===== src/rtl/alu_pkg.sv =====
// Shared ALU definitions: command opcodes and packet framing constants.
package alu_pkg;

    typedef enum logic [1:0] {
        Nop = 2'd0,
        Add = 2'd1,
        Mul = 2'd2,
        Div = 2'd3
    } opcode_e;

    localparam int unsigned PacketBytes   = 9;
    localparam int unsigned OperandBytes  = 4;
    localparam logic [7:0]  HeaderPadMask = 8'hFC;

    // A header byte is legal only when every pad bit above the opcode is zero.
    function automatic logic header_is_valid(input logic [7:0] hdr);
        return (hdr & HeaderPadMask) == 8'h00;
    endfunction

endpackage


===== src/rtl/uart_byte_timer.sv =====
// Inter-byte idle timer: counts enabled cycles since the last clear and
// flags the final cycle of the allowed window. Cycles == 0 disables it.
module uart_byte_timer #(
    parameter int unsigned Cycles = 100000
) (
    input  logic clk_i,
    input  logic reset_ni,
    input  logic clear_i,
    input  logic enable_i,
    output logic expire_o
);

    localparam int unsigned CntW = ($clog2(Cycles + 1) > 0) ? $clog2(Cycles + 1) : 1;

    logic [CntW-1:0] count;

    // Counter holds at zero while disabled so it restarts cleanly on re-entry.
    always_ff @(posedge clk_i or negedge reset_ni) begin
        if (!reset_ni) begin
            count <= '0;
        end else if (clear_i || !enable_i) begin
            count <= '0;
        end else begin
            count <= count + 1'b1;
        end
    end

    if (Cycles == 0) begin : g_disabled
        assign expire_o = 1'b0;
    end else begin : g_enabled
        assign expire_o = enable_i && (count == CntW'(Cycles - 1));
    end

endmodule


===== src/rtl/alu_packet_parser.sv =====
// Frames 9-byte command packets from the UART RX byte stream and presents
// one ALU command on a valid/ready interface. Resynchronises on a bad
// header or on an inter-byte stall inside a packet.
module alu_packet_parser
    import alu_pkg::*;
#(
    parameter int unsigned TimeoutCycles = 100000
) (
    input  logic        clk_i,
    input  logic        reset_ni,
    input  logic        rx_valid_i,
    input  logic [7:0]  rx_data_i,
    output logic        rx_ready_o,
    output logic        valid_o,
    output logic [1:0]  opcode_o,
    output logic [31:0] operand_a_o,
    output logic [31:0] operand_b_o,
    input  logic        ready_i,
    output logic        bad_opcode_o,
    output logic        timeout_o
);

    typedef enum logic [1:0] {
        StOpcode   = 2'd0,
        StOperandA = 2'd1,
        StOperandB = 2'd2,
        StSend     = 2'd3
    } state_e;

    localparam logic [1:0] LastByte = 2'(OperandBytes - 1);

    state_e      state;
    state_e      state_next;
    opcode_e     opcode_q;
    logic [31:0] operand_a;
    logic [31:0] operand_b;
    logic [1:0]  byte_cnt;
    logic        accept;
    logic        in_operand;
    logic        expire;
    logic        timeout_fire;
    logic        bad_header;

    assign rx_ready_o  = (state != StSend);
    assign valid_o     = (state == StSend);
    assign accept      = rx_valid_i && rx_ready_o;
    assign in_operand  = (state == StOperandA) || (state == StOperandB);
    assign opcode_o    = opcode_q;
    assign operand_a_o = operand_a;
    assign operand_b_o = operand_b;

    // Idle window restarts on every accepted byte; frozen outside operand states.
    uart_byte_timer #(
        .Cycles(TimeoutCycles)
    ) u_timer (
        .clk_i   (clk_i),
        .reset_ni(reset_ni),
        .clear_i (accept),
        .enable_i(in_operand),
        .expire_o(expire)
    );

    // State register.
    always_ff @(posedge clk_i or negedge reset_ni) begin
        if (!reset_ni) begin
            state <= StOpcode;
        end else begin
            state <= state_next;
        end
    end

    // Next-state logic; an accepted byte always beats a simultaneous expiry.
    always_comb begin
        state_next   = state;
        timeout_fire = 1'b0;
        bad_header   = 1'b0;
        case (state)
            StOpcode: begin
                if (accept) begin
                    if (header_is_valid(rx_data_i)) begin
                        state_next = StOperandA;
                    end else begin
                        bad_header = 1'b1;
                    end
                end
            end
            StOperandA: begin
                if (accept) begin
                    if (byte_cnt == LastByte) begin
                        state_next = StOperandB;
                    end
                end else if (expire) begin
                    state_next   = StOpcode;
                    timeout_fire = 1'b1;
                end
            end
            StOperandB: begin
                if (accept) begin
                    if (byte_cnt == LastByte) begin
                        state_next = StSend;
                    end
                end else if (expire) begin
                    state_next   = StOpcode;
                    timeout_fire = 1'b1;
                end
            end
            StSend: begin
                if (ready_i) begin
                    state_next = StOpcode;
                end
            end
            default: state_next = StOpcode;
        endcase
    end

    // Command registers and byte counter; operands only change while framing.
    always_ff @(posedge clk_i or negedge reset_ni) begin
        if (!reset_ni) begin
            opcode_q  <= Nop;
            operand_a <= '0;
            operand_b <= '0;
            byte_cnt  <= '0;
        end else begin
            case (state)
                StOpcode: begin
                    if (accept && header_is_valid(rx_data_i)) begin
                        opcode_q <= opcode_e'(rx_data_i[1:0]);
                        byte_cnt <= '0;
                    end
                end
                StOperandA: begin
                    if (accept) begin
                        operand_a[8*byte_cnt +: 8] <= rx_data_i;
                        byte_cnt                   <= byte_cnt + 1'b1;
                    end else if (timeout_fire) begin
                        byte_cnt <= '0;
                    end
                end
                StOperandB: begin
                    if (accept) begin
                        operand_b[8*byte_cnt +: 8] <= rx_data_i;
                        byte_cnt                   <= byte_cnt + 1'b1;
                    end else if (timeout_fire) begin
                        byte_cnt <= '0;
                    end
                end
                default: ;
            endcase
        end
    end

    // One-cycle status pulses, registered so they appear the cycle after the event.
    always_ff @(posedge clk_i or negedge reset_ni) begin
        if (!reset_ni) begin
            bad_opcode_o <= 1'b0;
            timeout_o    <= 1'b0;
        end else begin
            bad_opcode_o <= bad_header;
            timeout_o    <= timeout_fire;
        end
    end

endmodule


===== config.mk =====
export PLATFORM = sky130hd
export DESIGN_NAME = alu_packet_parser
export DESIGN_NICKNAME = d
export VERILOG_FILES = /design/src/rtl/alu_pkg.sv /design/src/rtl/uart_byte_timer.sv /design/src/rtl/alu_packet_parser.sv
export SDC_FILE = /design/constraint.sdc
export NUM_CORES = 1
export LEC_CHECK = 0
export ABC_AREA = 1
export BUFFER_PORTS_ARGS = -buffer_cell sky130_fd_sc_hd__buf_2
export CELL_PAD_IN_SITES_DETAIL_PLACEMENT = 1
export CELL_PAD_IN_SITES_GLOBAL_PLACEMENT = 1
export CORE_MARGIN = 2
export CORE_UTILIZATION = 40
export CTS_CLUSTER_SIZE = 12
export DETAILED_ROUTE_END_ITERATION = 16
export PLACE_DENSITY = 0.82
export REMOVE_ABC_BUFFERS = 1
export SETUP_SLACK_MARGIN = 0.02
export SLEW_MARGIN = 20
export SYNTH_ARGS = -nofsm -noshare
export SYNTH_HDL_FRONTEND = slang
export SYNTH_HIERARCHICAL = 1
export SYNTH_SLANG_ARGS = --single-unit

===== constraint.sdc =====
create_clock -name clk_i -period 2.65 [get_ports clk_i]
set_clock_uncertainty 0.15 [all_clocks]
set_input_delay 0.3975 -clock clk_i [delete_from_list [all_inputs] [get_ports clk_i]]
set_output_delay 0.3975 -clock clk_i [all_outputs]
set_load 0.005 [all_outputs]

## Yosys cells after proc, flatten, opt, wreduce, memory -nomap -nowiden

Index checks and enable logic that the tools add are counted.

| word-level totals | value |
|---|---|
| register bits after elaboration | 89 |
| bits of input ports | 12 |
| output and inout port bits | 70 |
| word-level logic and storage cells | 63 |

| cells by class | value |
|---|---|
| $add $sub $neg | 3 |
| eq/ne operators | 13 |
| shift-type cells | 2 |
| muxes and demuxes | 22 |
| reductions and logical operators | 15 |

Operators by type and width:

| kind | count |
|---|---|
| bitwise mux 32 bit | 2 |
| negator 5 -> 34 bit | 1 |
| variable shift 8 x 34 -> 32 bit, first input constant | 1 |
| variable part select 8 x 34 -> 32 bit | 1 |
| two-way mux 2 bit | 11 |
| adder 17 x 1 -> 17 bit, second input constant | 1 |
| equality test 17 bit, second input constant | 1 |
| two-way mux 17 bit | 1 |
| logical NOT 8 bit | 1 |
| != test 2 bit, second input constant | 4 |
| one-hot mux 2 bit (4 select lines) | 1 |
| equality test 2 bit, second input constant | 3 |
| two-way mux 1 bit | 6 |
| != test 3 x 2 -> 1 bit, second input constant | 2 |
| AND reduction 2 bit | 3 |
| AND reduction 5 bit | 1 |
| one-hot mux 2 bit (2 select lines) | 1 |
| logical AND 1 bit | 3 |
| != test 3 x 1 -> 1 bit, second input constant | 1 |
| AND reduction 3 bit | 1 |
| adder 2 x 1 -> 2 bit, second input constant | 1 |
| equality test 2 x 1 -> 1 bit, second input constant | 1 |
| logical NOT 2 bit | 1 |
| logical OR 1 bit | 2 |
| 4 further kinds | 4 |

## Depth between registers and ports, before layout

Gate-level depths: netlist of run 1.

| depth | value |
|---|---|
| depth after elaboration | 9 |
| mapped depth | 13 |
| gate-level depth less buffers | 13 |

## Modules after synthesis

Netlist of run 1, hierarchy kept.

By module, submodules not included:

| module | times used | cells each | area each (um^2) | seq. area each (um^2) |
|---|---|---|---|---|
| alu_packet_parser | 1 | 408 | 3359.5 | 1801.7 |
| uart_byte_timer | 1 | 141 | 969.7 | 425.4 |

## Worst setup path after synthesis of run 1

Ideal clock, no wire load.

| timing path | value |
|---|---|
| path kind | register to register |
| start point | reg state[1] |
| end point | reg state[1] |
| setup time | 0.118 ns |
| arrival time | 1.698 ns |
| data required time | 2.382 ns |
| path slack | 0.683 ns |
| cell stages (with the launch flop) | 14 |
| path buffers | 0 |
| clock period less this slack | 1.967 ns |
| path through | dfrtp_1 > inv_1 > ha_1 > nand2_1 > nor3_1 > nand3_1 > nor3_1 > inv_1 > nand2_1 > nand2_1 > nand2_1 > inv_1 > nand4_1 > nand2_1 |

| on the way | value |
|---|---|
| longest elaborated chain between the ends | 6 |
| elaborated cells between the ends (all ways) | 18 |
| those cells by class | eq/ne: 9; mux: 4; reduce/logical: 5 |

Ends and longest elaborated chain:

| element | RTL line | source |
|---|---|---|
| from (decl) | alu_packet_parser.sv:32 | `state_e state;` |
| from (signal assigned) | alu_packet_parser.sv:66 | `state <= StOpcode;` |
| from (signal assigned) | alu_packet_parser.sv:68 | `state <= state_next;` |
| equality test 2 x 1 -> 1 bit / equality test 2 bit (equally long branches) | alu_packet_parser.sv:47 | `assign in_operand = (state == StOperandA) \|\| (state == StOperandB);` |
| logical OR 1 bit * | alu_packet_parser.sv:47 |  |
| via in_operand | alu_packet_parser.sv:39 | `logic in_operand;` |
| logical AND 1 bit * | uart_byte_timer.sv:31 | `assign expire_o = enable_i && (count == CntW'(Cycles - 1));` |
| via expire | alu_packet_parser.sv:40 | `logic expire;` |
| two-way mux 2 bit * | - |  |
| two-way mux 2 bit (on tied branches) | alu_packet_parser.sv:98, alu_packet_parser.sv:88 |  |
| one-hot mux 2 bit (4 select lines) * | alu_packet_parser.sv:77 | `case (state)` |

Mark *: on every way through the listed nets, which the timed path passes. The rest lies on a longest branch.
A chain may end at the register's enable or synchronous reset.

## Final worst setup path of run 1

| timing path | value |
|---|---|
| start point | reg state[1] |
| end point | reg byte_cnt[0] |

| on the way | value |
|---|---|
| longest elaborated chain between the ends | 8 |
| elaborated cells between the ends (all ways) | 18 |
| those cells by class | eq/ne: 5; mux: 5; reduce/logical: 8 |

Ends and longest elaborated chain:

| element | RTL line | source |
|---|---|---|
| equality test 2 x 1 -> 1 bit / equality test 2 bit (equally long branches) | alu_packet_parser.sv:47 |  |
| logical OR 1 bit * | alu_packet_parser.sv:47 |  |
| via in_operand | alu_packet_parser.sv:39 |  |
| logical AND 1 bit * | uart_byte_timer.sv:31 |  |
| via expire | alu_packet_parser.sv:40 |  |
| two-way mux 1 bit * | alu_packet_parser.sv:92, alu_packet_parser.sv:102 |  |
| two-way mux 1 bit * | alu_packet_parser.sv:88 | `if (accept) begin` |
| two-way mux 1 bit * | - |  |
| != test 3 x 1 -> 1 bit (no source line) * | - |  |
| AND reduction 3 bit (no source line) * | - |  |
| to (signal assigned) | alu_packet_parser.sv:134 | `byte_cnt <= byte_cnt + 1'b1;` |
| to (signal assigned) | alu_packet_parser.sv:142 | `byte_cnt <= byte_cnt + 1'b1;` |
| to (decl) | alu_packet_parser.sv:37 | `logic [1:0] byte_cnt;` |

Marks and branches as above.

==> flow_metrics.env, run 1 <==
export IMPL_status="complete, no violations"
export IMPL_root_buffer="clkbuf_8"
export IMPL_max_stage_delay_ns=0.48
export IMPL_synth_common_cells="nand2_1 (200), dfrtp_1 (89), nor2_1 (60), inv_1 (48), o21ai_0 (43)"
export IMPL_crit_type="reg2reg"
export IMPL_synth_xor_area_share_pct=0.202
export IMPL_routed_top_layer="met4"
export IMPL_area_sequential_mm2=0.00223
export IMPL_fp_dieArea_mm2=0.0117
export IMPL_rr_startpoint="state[1]$_DFFE_PN0P_"
export IMPL_clk_latency_ns=0.37
export IMPL_cts_sinks=89
export IMPL_required_ns=2.76
export IMPL_finalHoldViolCount=0
export IMPL_crit_path_frequent_cell="nand2_1"
export IMPL_cap_violations=0
export IMPL_arrival_ns=2.40
export IMPL_cts_clk_slew_worst_paths_ns=0.09
export IMPL_yosys_warnings=6
export IMPL_start_util_pct=41.6
export IMPL_grt_overflow=0
export IMPL_synth_mux_area_share_pct=0
export IMPL_synthAdderAreaFrac_pct=3.47
export IMPL_vias=3910
export IMPL_grt_pass1_wl_um=20700
export IMPL_num_antenna_cells=0
export IMPL_fin_crit_sh_pct=86.3
export IMPL_yosys_area_share_simple_pct=30.7
export IMPL_port_buffers=81
export IMPL_syn_area_mm2=0.00433
export IMPL_static_leakage_power_uw=0.00290
export IMPL_route_met2_wl_um=6320
export IMPL_chipHeight_um=108
export IMPL_drtPass1Iterations=4
export IMPL_cp_end_kind="flip-flop"
export IMPL_yosysUniqueCellTypes=24
export IMPL_dp_hpwl_um=9630
export IMPL_totalWireLength_um=12700
export IMPL_ys_flop_type="dfrtp_1"
export IMPL_hold_start="rx_valid_i"
export IMPL_cp_slowest_cell="dfrtp_1"
export IMPL_remaining_drc_errors=0
export IMPL_slew_violations=0
export IMPL_start_kind="flip-flop"
export IMPL_met3_wirelength_um=486
export IMPL_fin_setup_tns_ns=0
export IMPL_htree_levels=3
export IMPL_viasPerCell=5.03
export IMPL_yosys_top_cells_area="dfrtp_1 (51%), nand2_1 (17%), nor2_1 (5.2%)"
export IMPL_clk_path_buf_depth=2
export IMPL_startpoint="state[1]$_DFFE_PN0P_"
export IMPL_setup_viol=0
export IMPL_wl_per_cell_um=16.3
export IMPL_yosysTopAreaCell="dfrtp_1"
export IMPL_worstPathMaxFanout=7
export IMPL_power_total_uw=3800
export IMPL_max_slew_margin_rel_pct=60.9
export IMPL_rows=37
export IMPL_synth_edf_count=0
export IMPL_p_per_area_mw_per_mm2=741
export IMPL_drt_iter0_markers=143
export IMPL_rsz0062_at_grt="no"
export IMPL_yosysMostFrequentCell="nand2_1"
export IMPL_final_nets=661
export IMPL_pin_count=82
export IMPL_finalCriticalPeriod_ns=2.29
export IMPL_ant_nets=0
export IMPL_fmaxAchievable_ghz=0.437
export IMPL_syn_instance_count=549
export IMPL_wl_met1_um=5740
export IMPL_netlist_area_leader_share_pct=51.4
export IMPL_path_cells="inv_1, ha_1, nand2_1, nor3_1, nand3_1, nor3_2, nor3_1, nor2_1, nand2_1, nand2_1, o21ai_1"
export IMPL_multi_input_area_mm2=0.00184
export IMPL_numCtsBuffers=9
export IMPL_gp_congestion=0.873
export IMPL_grtUsageTotal_pct=22.9
export IMPL_syn_to_final_growth_pct=18.6
export IMPL_hold_class="in2reg"
export IMPL_synth_compound_area_share_pct=8.15
export IMPL_vdd_ir_drop_max_v=0.000409
export IMPL_coreArea_mm2=0.0104
export IMPL_synth_seq_area_share_pct=51.4
export IMPL_drive_gt1_share_pct=19.2
export IMPL_grt_max_degree=36
export IMPL_fill_cells=1354
export IMPL_synth_seq_cells=89
export IMPL_synth_avg_cell_area_um2=7.89
export IMPL_worst_slew_pin_slew_ns=0.586
export IMPL_grt_pass1_vias=4149
export IMPL_cts_tree="done"
export IMPL_die_w_um=108
export IMPL_antenna_found_initial=0
export IMPL_synth_async_reset_ratio_pct=100
export IMPL_synth_top_family_by_area="simple AND/OR/NAND/NOR gates"
-- sequential cells by signal, indices dropped and copies added, names as in the netlist --
name	count
operand_a_o	32
operand_b_o	32
u_timer/count	17
byte_cnt	2
opcode_o	2
state	2
bad_opcode_o	1
timeout_o	1
-- report_power, final --
group / switching, µW / leakage, µW / total [µW] / internal, µW
Sequential: 123 / 0.00122 / 1640 / 1510
Clock: 506 / 0.000109 / 1040 / 530
Combinational: 778 / 0.00157 / 1130 / 353
-- what timing repair did --
| action | CTS | global route |
|---|---|---|
| setup endpoints to repair | 0 | 1 |
| endpoints found under the hold margin | 33 | 0 |
| hold buffers | 1 | 0 |
| buffers inserted | 0 | 0 |
| gates resized for setup | 0 | 1 |
-- cells in the final DEF (no fill, tap or decap), types with 2 or more instances in the layout --
cell / synthesis / layout
ha_1: 12 / 12
nand2_1: 200 / 200
a21oi_1: 5 / 5
buf_4: 1 / 8
clkbuf_8: 0 / 9
nand3_1: 16 / 16
clkinv_2: 0 / 2
o21bai_1: 4 / 4
clkinv_4: 0 / 2
o21ai_0: 43 / 43
inv_1: 48 / 48
nand4_1: 4 / 4
nor2_4: 7 / 7
nor2_2: 3 / 3
dfrtp_1: 89 / 89
nand2_2: 5 / 5
nor2_1: 60 / 60
o21ai_1: 15 / 15
bufinv_16: 0 / 2
buf_2: 3 / 80
nor3_1: 20 / 19
-- path summary, 6_finish.rpt --
check,slack (ns),to,cells past startpoint
setup reg to reg,0.36,byte_cnt[0]$_DFFE_PN0P_,11
max in group asynchronous,1.29,operand_b_o[24]$_DFFE_PN0P_,3
min in group asynchronous,0.37,operand_b_o[13]$_DFFE_PN0P_,2
hold / removal,0.19,bad_opcode_o$_DFF_PN0_,3
hold reg to reg,0.32,operand_b_o[2]$_DFFE_PN0P_,2
setup / recovery,0.36,byte_cnt[0]$_DFFE_PN0P_,11
-- cell families after synthesis --
kind of cell    after synthesis
flops                        89
xor+xnor                      1
fa+ha+maj                    12
compound gates               68
simple gates                317
buf+inv                      62
-- per-layer routing --
layer  vias to the layer above  global-route usage (%)
li1                       1898                       -
met1                      1926                    29.8
met2                        77                    38.9
met3                         9                    4.16
met4                         0                    7.33
met5                         -                       0
-- layout make-up --
| cell class | instances | area share [%] |
|---|---|---|
| Clock inverter | 7 | 1.85 |
| Inverter | 49 | 3.58 |
| Sequential cell | 89 | 43.4 |
| Tap cell | 136 | 3.31 |
| Clock buffer | 9 | 2.41 |
| Multi-Input combinational cell | 398 | 35.9 |
| Timing Repair Buffer | 90 | 9.55 |
-- critical path: cells and delay by family (launching register included) --
kind                     cells  cell delay (ns)
flip-flops                   1             0.48
AND/OR/NAND/NOR              8             0.96
adder cells (fa/ha/maj)      1             0.39
buffers and inverters        1             0.13
AO/OA/AOI/OAI                1             0.08
-- stage by stage --
| stage | hold WS (ns) | area, µm² | std cells | worst slack (ns) | util [%] |
|---|---|---|---|---|---|
| 2_1_floorplan | -0.0481 | 4250 | 536 | 0.290 | - |
| 3_3_place_gp | 0.230 | 4900 | 761 | 0.498 | 47.1 |
| 3_5_place_dp | 0.236 | 4900 | 761 | 0.315 | 47.1 |
| 4_1_cts | 0.181 | 5130 | 778 | 0.293 | 49.2 |
| 5_1_grt | 0.202 | 5130 | 778 | 0.147 | 49.3 |
| 6_report | 0.187 | 5130 | 778 | 0.363 | 49.3 |
(Power assumes the default switching activity.)
==> run 2: changes to the inputs <==
--- a/config.mk
+++ b/config.mk
@@ -6,13 +6,13 @@
 export NUM_CORES = 1
 export LEC_CHECK = 0
 export ABC_AREA = 1
-export BUFFER_PORTS_ARGS = -buffer_cell sky130_fd_sc_hd__buf_2
 export CELL_PAD_IN_SITES_DETAIL_PLACEMENT = 1
 export CELL_PAD_IN_SITES_GLOBAL_PLACEMENT = 1
 export CORE_MARGIN = 2
-export CORE_UTILIZATION = 40
+export CORE_UTILIZATION = 46
 export CTS_CLUSTER_SIZE = 12
 export DETAILED_ROUTE_END_ITERATION = 16
+export DONT_BUFFER_PORTS = 1
 export PLACE_DENSITY = 0.82
 export REMOVE_ABC_BUFFERS = 1
 export SETUP_SLACK_MARGIN = 0.02
@@ -21,3 +21,4 @@
 export SYNTH_HDL_FRONTEND = slang
 export SYNTH_HIERARCHICAL = 1
 export SYNTH_SLANG_ARGS = --single-unit
+export TNS_END_PERCENT = 10
==> run 2 against run 1 <==
  * Clock power is 15% lower
  * Hold slack worse by 0.16 ns
  * Wire length is 7.4% lower
  * Sequential share of layout area is 4.5 points higher
  * Non-clock buffer count is 82 lower
  * Flip-flop and latch count stayed put
  * Critical path type unchanged
  * Highest routed layer unchanged
==> flow_metrics.env, run 2 (same netlist as run 1, synthesis figures left out) <==
export IMPL_fp_dieArea_mm2=0.0102
export IMPL_finalCriticalPeriod_ns=2.36
export IMPL_num_antenna_cells=0
export IMPL_path_cells="inv_1, ha_1, inv_1, nand2_2, nor3_1, nand2_1, nand2_1"
export IMPL_max_slew_margin_rel_pct=60.6
export IMPL_syn_to_final_growth_pct=7.49
export IMPL_htree_levels=3
export IMPL_required_ns=2.82
export IMPL_drt_iter0_markers=71
export IMPL_final_nets=579
export IMPL_grt_overflow=0
export IMPL_antenna_found_initial=0
export IMPL_fin_crit_sh_pct=88.9
export IMPL_layout_commonest_cell="nand2_1"
export IMPL_slew_violations=0
export IMPL_drtPass1Iterations=4
export IMPL_clk_path_buf_depth=2
export IMPL_cp_slowest_cell="dfrtp_1"
export IMPL_start_util_pct=47.1
export IMPL_grtUsageTotal_pct=24.8
export IMPL_drive_gt1_share_pct=6.96
export IMPL_path_buf_inv=2
export IMPL_viasPerCell=5.38
export IMPL_post_cts_buffers=0
export IMPL_power_total_uw=3530
export IMPL_cpLargestDelayFamily="simple AND/OR/NAND/NOR gates"
export IMPL_hold_buffers=2
export IMPL_coreArea_mm2=0.00920
export IMPL_hold_class="in2reg"
export IMPL_chipHeight_um=101
export IMPL_arrival_ns=2.53
export IMPL_grt_pass1_vias=3955
export IMPL_worstPathMaxFanout=16
export IMPL_cts_sinks=89
export IMPL_clk_latency_ns=0.37
export IMPL_setup_viol=0
export IMPL_vdd_ir_drop_max_v=0.000374
export IMPL_cts_clk_slew_worst_paths_ns=0.09
export IMPL_fmaxAchievable_ghz=0.424
export IMPL_status="complete, no violations"
export IMPL_die_w_um=101
export IMPL_fin_setup_tns_ns=0
export IMPL_cp_end_kind="flip-flop"
export IMPL_static_leakage_power_uw=0.00246
export IMPL_finalHoldViolCount=0
export IMPL_grt_max_degree=90
export IMPL_rsz0062_at_grt="no"
export IMPL_port_buffers=0
export IMPL_totalWireLength_um=11700
export IMPL_cts_resized_gates=0
export IMPL_rows=35
export IMPL_dp_hpwl_um=8480
export IMPL_cap_violations=0
export IMPL_cts_tree="done"
export IMPL_p_per_area_mw_per_mm2=758
export IMPL_crit_type="reg2reg"
export IMPL_root_buffer="clkbuf_8"
export IMPL_vias=3607
export IMPL_wl_per_cell_um=17.5
export IMPL_max_stage_delay_ns=0.62
export IMPL_mostFrequentLayoutCells="nand2_1 (200), dfrtp_1 (89), nor2_1 (60)"
export IMPL_worst_slew_pin_slew_ns=0.590
export IMPL_grt_pass1_wl_um=19700
export IMPL_numCtsBuffers=9
export IMPL_gp_congestion=0.904
export IMPL_ant_nets=0
export IMPL_remaining_drc_errors=0
export IMPL_pin_count=82
export IMPL_start_kind="flip-flop"
run 2: changes by cell type in the layout (fill, tap and decap cells not counted), moves of 2 or more:
cell	change
buf_2	-80
buf_4	-2
bufinv_16	-2
clkinv_2	-2
clkinvlp_4	+2
run 2: per-layer routing:
layer / GRT usage, % / wire [µm]
met1: 30.8 / 4980
met3: 5.34 / 753
met5: 0 / 0
met2: 42.3 / 5850
met4: 9.46 / 150
run 2: report_power, final:
part,internal (µW),leakage (µW),switching [µW],total (µW)
logic,265,0.00115,703,967
clock network,372,0.0000822,515,886
registers,1520,0.00122,156,1670
run 2: final cells by class:
class	count	area (µm²)
repair buffers	8	82.6
inverters	49	184
flip-flops and latches	89	2230
clock buffers	11	141
multi-input cells	398	1840
well taps	111	139
fillers	1160	4540
clock inverters	5	40.0
run 2: stage by stage:
| step | hold slack, ns | util [%] | cells | cell area [µm²] | setup slack (ns) |
|---|---|---|---|---|---|
| 6_report | 0.0289 | 50.6 | 671 | 4650 | 0.293 |
| 5_1_grt | 0.0594 | 50.6 | 671 | 4650 | 0.0734 |
| 4_1_cts | 0.0226 | 50.6 | 671 | 4650 | 0.293 |
| 3_5_place_dp | -0.0456 | 48.2 | 653 | 4430 | 0.312 |
| 3_3_place_gp | -0.0455 | 48.2 | 653 | 4430 | 0.363 |
| 2_1_floorplan | -0.0481 | - | 536 | 4250 | 0.290 |
run 2: worst register-to-register path, delay by kind of cell (launching register included):
family                     cells  cell delay (ns)
buffers and inverters          2             0.49
adders and majority gates      1             0.34
and+or+nand+nor                4             0.71
DFF                            1             0.62
run 2: worst paths after layout:
path / from / end / slack, ns / cells after the start
min reg2reg: u_timer/count[0]$_DFF_PN0_ / u_timer/count[0]$_DFF_PN0_ / 0.34 / 1
max in group asynchronous: reset_ni / operand_b_o[26]$_DFFE_PN0P_ / 1.54 / 2
max reg2reg: byte_cnt[0]$_DFFE_PN0P_ / operand_a_o[15]$_DFFE_PN0P_ / 0.29 / 7
min in group asynchronous: reset_ni / operand_b_o[14]$_DFFE_PN0P_ / 0.42 / 2
min: rx_valid_i / bad_opcode_o$_DFF_PN0_ / 0.03 / 2
max: byte_cnt[0]$_DFFE_PN0P_ / operand_a_o[15]$_DFFE_PN0P_ / 0.29 / 7
==> run 3: changes to the inputs <==
--- a/config.mk
+++ b/config.mk
@@ -13,8 +13,8 @@
 export CTS_CLUSTER_SIZE = 12
 export DETAILED_ROUTE_END_ITERATION = 16
 export DONT_BUFFER_PORTS = 1
+export GPL_ROUTABILITY_DRIVEN = 0
 export PLACE_DENSITY = 0.82
-export REMOVE_ABC_BUFFERS = 1
 export SETUP_SLACK_MARGIN = 0.02
 export SLEW_MARGIN = 20
 export SYNTH_ARGS = -nofsm -noshare
==> run 3 against run 2 <==
  * Hold slack worse by 0.012 ns
  * First-iteration DRC count is 130% higher
  * Global-route usage is 0.62 points higher
  * Utilization is 0.75 points higher
  * Combinational power is 2.3% higher
  * Final cell count stayed put
==> flow_metrics.env, run 3 (same netlist as run 1, synthesis figures left out) <==
export IMPL_status="complete, no violations"
export IMPL_setup_viol=0
export IMPL_root_buffer="clkbuf_8"
export IMPL_wl_per_cell_um=18.1
export IMPL_totalWireLength_um=12200
export IMPL_grtUsageTotal_pct=25.4
export IMPL_finalCriticalPeriod_ns=2.25
export IMPL_port_buffers=0
export IMPL_fin_crit_sh_pct=85.0
export IMPL_die_w_um=101
export IMPL_num_antenna_cells=0
export IMPL_placed_area_mm2=0.00443
export IMPL_cap_violations=0
export IMPL_finalHoldViolCount=0
export IMPL_regToRegSetupSlack_ns=0.40
export IMPL_power_total_uw=3820
export IMPL_r2r_end="operand_a_o[13]$_DFFE_PN0P_"
export IMPL_p_per_area_mw_per_mm2=810
export IMPL_fmaxAchievable_ghz=0.444
export IMPL_clkPwrFrac_pct=30.6
export IMPL_remaining_drc_errors=0
export IMPL_layout_commonest_cell="nand2_1"
export IMPL_final_nets=579
export IMPL_switching_share_pct=36.7
export IMPL_rows=35
export IMPL_cts_sinks=89
export IMPL_numCtsBuffers=9
export IMPL_power_switching_uw=1400
export IMPL_fp_dieArea_mm2=0.0102
export IMPL_rsz0062_at_grt="no"
export IMPL_fin_setup_tns_ns=0
export IMPL_viasPerCell=5.42
export IMPL_crit_type="reg2reg"
export IMPL_hold_class="in2reg"
export IMPL_syn_nets=573
export IMPL_grt_pass1_vias=3857
export IMPL_drtPass1Iterations=4
export IMPL_required_ns=2.81
export IMPL_vias=3638
export IMPL_slew_violations=0
export IMPL_start_util_pct=47.1
export IMPL_combinationalPowerShare_pct=25.9
export IMPL_p_int_uw=2420
export IMPL_dp_hpwl_um=8640
export IMPL_grt_max_degree=90
export IMPL_clk_path_buf_depth=2
export IMPL_max_slew_margin_rel_pct=59.8
export IMPL_coreArea_mm2=0.00920
export IMPL_chipHeight_um=101
export IMPL_pin_count=82
export IMPL_worst_slew_pin_slew_ns=0.602
export IMPL_clk_latency_ns=0.37
export IMPL_start_kind="flip-flop"
export IMPL_vdd_ir_drop_max_v=0.000353
export IMPL_drt_iter0_markers=162
export IMPL_worstPathMaxFanout=16
export IMPL_syn_to_final_growth_pct=9.08
export IMPL_grt_overflow=0
export IMPL_cts_tree="done"
export IMPL_drive_gt1_share_pct=7.32
export IMPL_cts_clk_slew_worst_paths_ns=0.10
export IMPL_r2r_cells=7
export IMPL_startpoint="byte_cnt[0]$_DFFE_PN0P_"
export IMPL_mostFrequentLayoutCells="nand2_1 (200), dfrtp_1 (88), nor2_1 (60)"
export IMPL_final_cell_area_mm2=0.00472
export IMPL_cp_end_kind="flip-flop"
export IMPL_grt_pass1_wl_um=20000
export IMPL_static_leakage_power_uw=0.00249
export IMPL_htree_levels=3
export IMPL_arrival_ns=2.42
export IMPL_antenna_found_initial=0
export IMPL_power_frac_seq_pct=43.5
export IMPL_crit_end="operand_a_o[13]$_DFFE_PN0P_"
export IMPL_ant_nets=0
export IMPL_rr_startpoint="byte_cnt[0]$_DFFE_PN0P_"
==> run 3: cell count changes in the layout (fill, tap and decap cells not counted), sizes merged <==
| cell | previous run | this run |
|---|---|---|
| bufinv | 0 | 3 |
| inv | 50 | 51 |
| clkbuf | 11 | 9 |
| clkinvlp | 3 | 2 |
| clkinv | 1 | 0 |
==> run 3: layout make-up <==
cell class | instances | area (µm²)
clock inverter | 7 | 125
clock buffer | 9 | 124
fill | 1161 | 4470
multi-input combinational | 398 | 1840
inverter | 49 | 184
tap | 111 | 139
timing repair buffer | 8 | 82.6
sequential | 89 | 2230
==> run 3: through the flow <==
stage	setup WS [ns]	hold WS [ns]	std cells	util [%]
4_1_cts	0.223	0.00786	671	51.3
5_1_grt	0.191	0.0367	671	51.3
3_3_place_gp	0.377	-0.0445	653	48.2
2_1_floorplan	0.683	-0.0481	549	-
6_report	0.397	0.0165	671	51.3
3_5_place_dp	0.280	-0.0442	653	48.2
==> run 3: how the worst min path moves through the flow <==
stage | from | end | slack (ns) | cells past startpoint
2_1_floorplan | reset_ni | bad_opcode_o$_DFF_PN0_ | -0.05 | 0
3_3_place_gp | reset_ni | operand_a_o[13]$_DFFE_PN0P_ | -0.04 | 0
3_5_place_dp | reset_ni | operand_a_o[14]$_DFFE_PN0P_ | -0.04 | 0
4_1_cts | rx_valid_i | bad_opcode_o$_DFF_PN0_ | 0.008 | 2
5_1_grt | rx_valid_i | bad_opcode_o$_DFF_PN0_ | 0.04 | 2
6_report | rx_valid_i | bad_opcode_o$_DFF_PN0_ | 0.02 | 2
==> run 3: power groups by stage <==
| stage | Sequential, µW | Combinational, µW | Clock, µW |
|---|---|---|---|
| floorplan | 1640 | 709 | 0 |
| global placement | 1680 | 882 | 0 |
| detailed placement | 1690 | 938 | 0 |
| CTS | 1670 | 983 | 1190 |
| global route | 1690 | 1130 | 1260 |
| finish | 1660 | 989 | 1170 |
==> run 3: metal layers <==
metal	GRT usage (%)	vias to the layer above	routed length, µm
met5	0	-	0
met4	8.42	0	198
met3	4.58	15	590
met2	42.0	78	6000
met1	33.9	1817	5370
li1	-	1728	-
==> run 3: repair_timing <==
item	in CTS	in global routing
endpoints found under the setup margin	0	8
hold buffers	2	0
resized for setup	0	1
hold endpoints to repair	89	0
buffers inserted	0	0
==> run 3: critical path: stages, from the launching register on <==
cell	delay, ns
dfrtp_2	0.52
inv_1	0.26
ha_1	0.33
inv_1	0.16
nand2_2	0.21
nor3_1	0.40
nand2_1	0.10
nand2_1	0.07
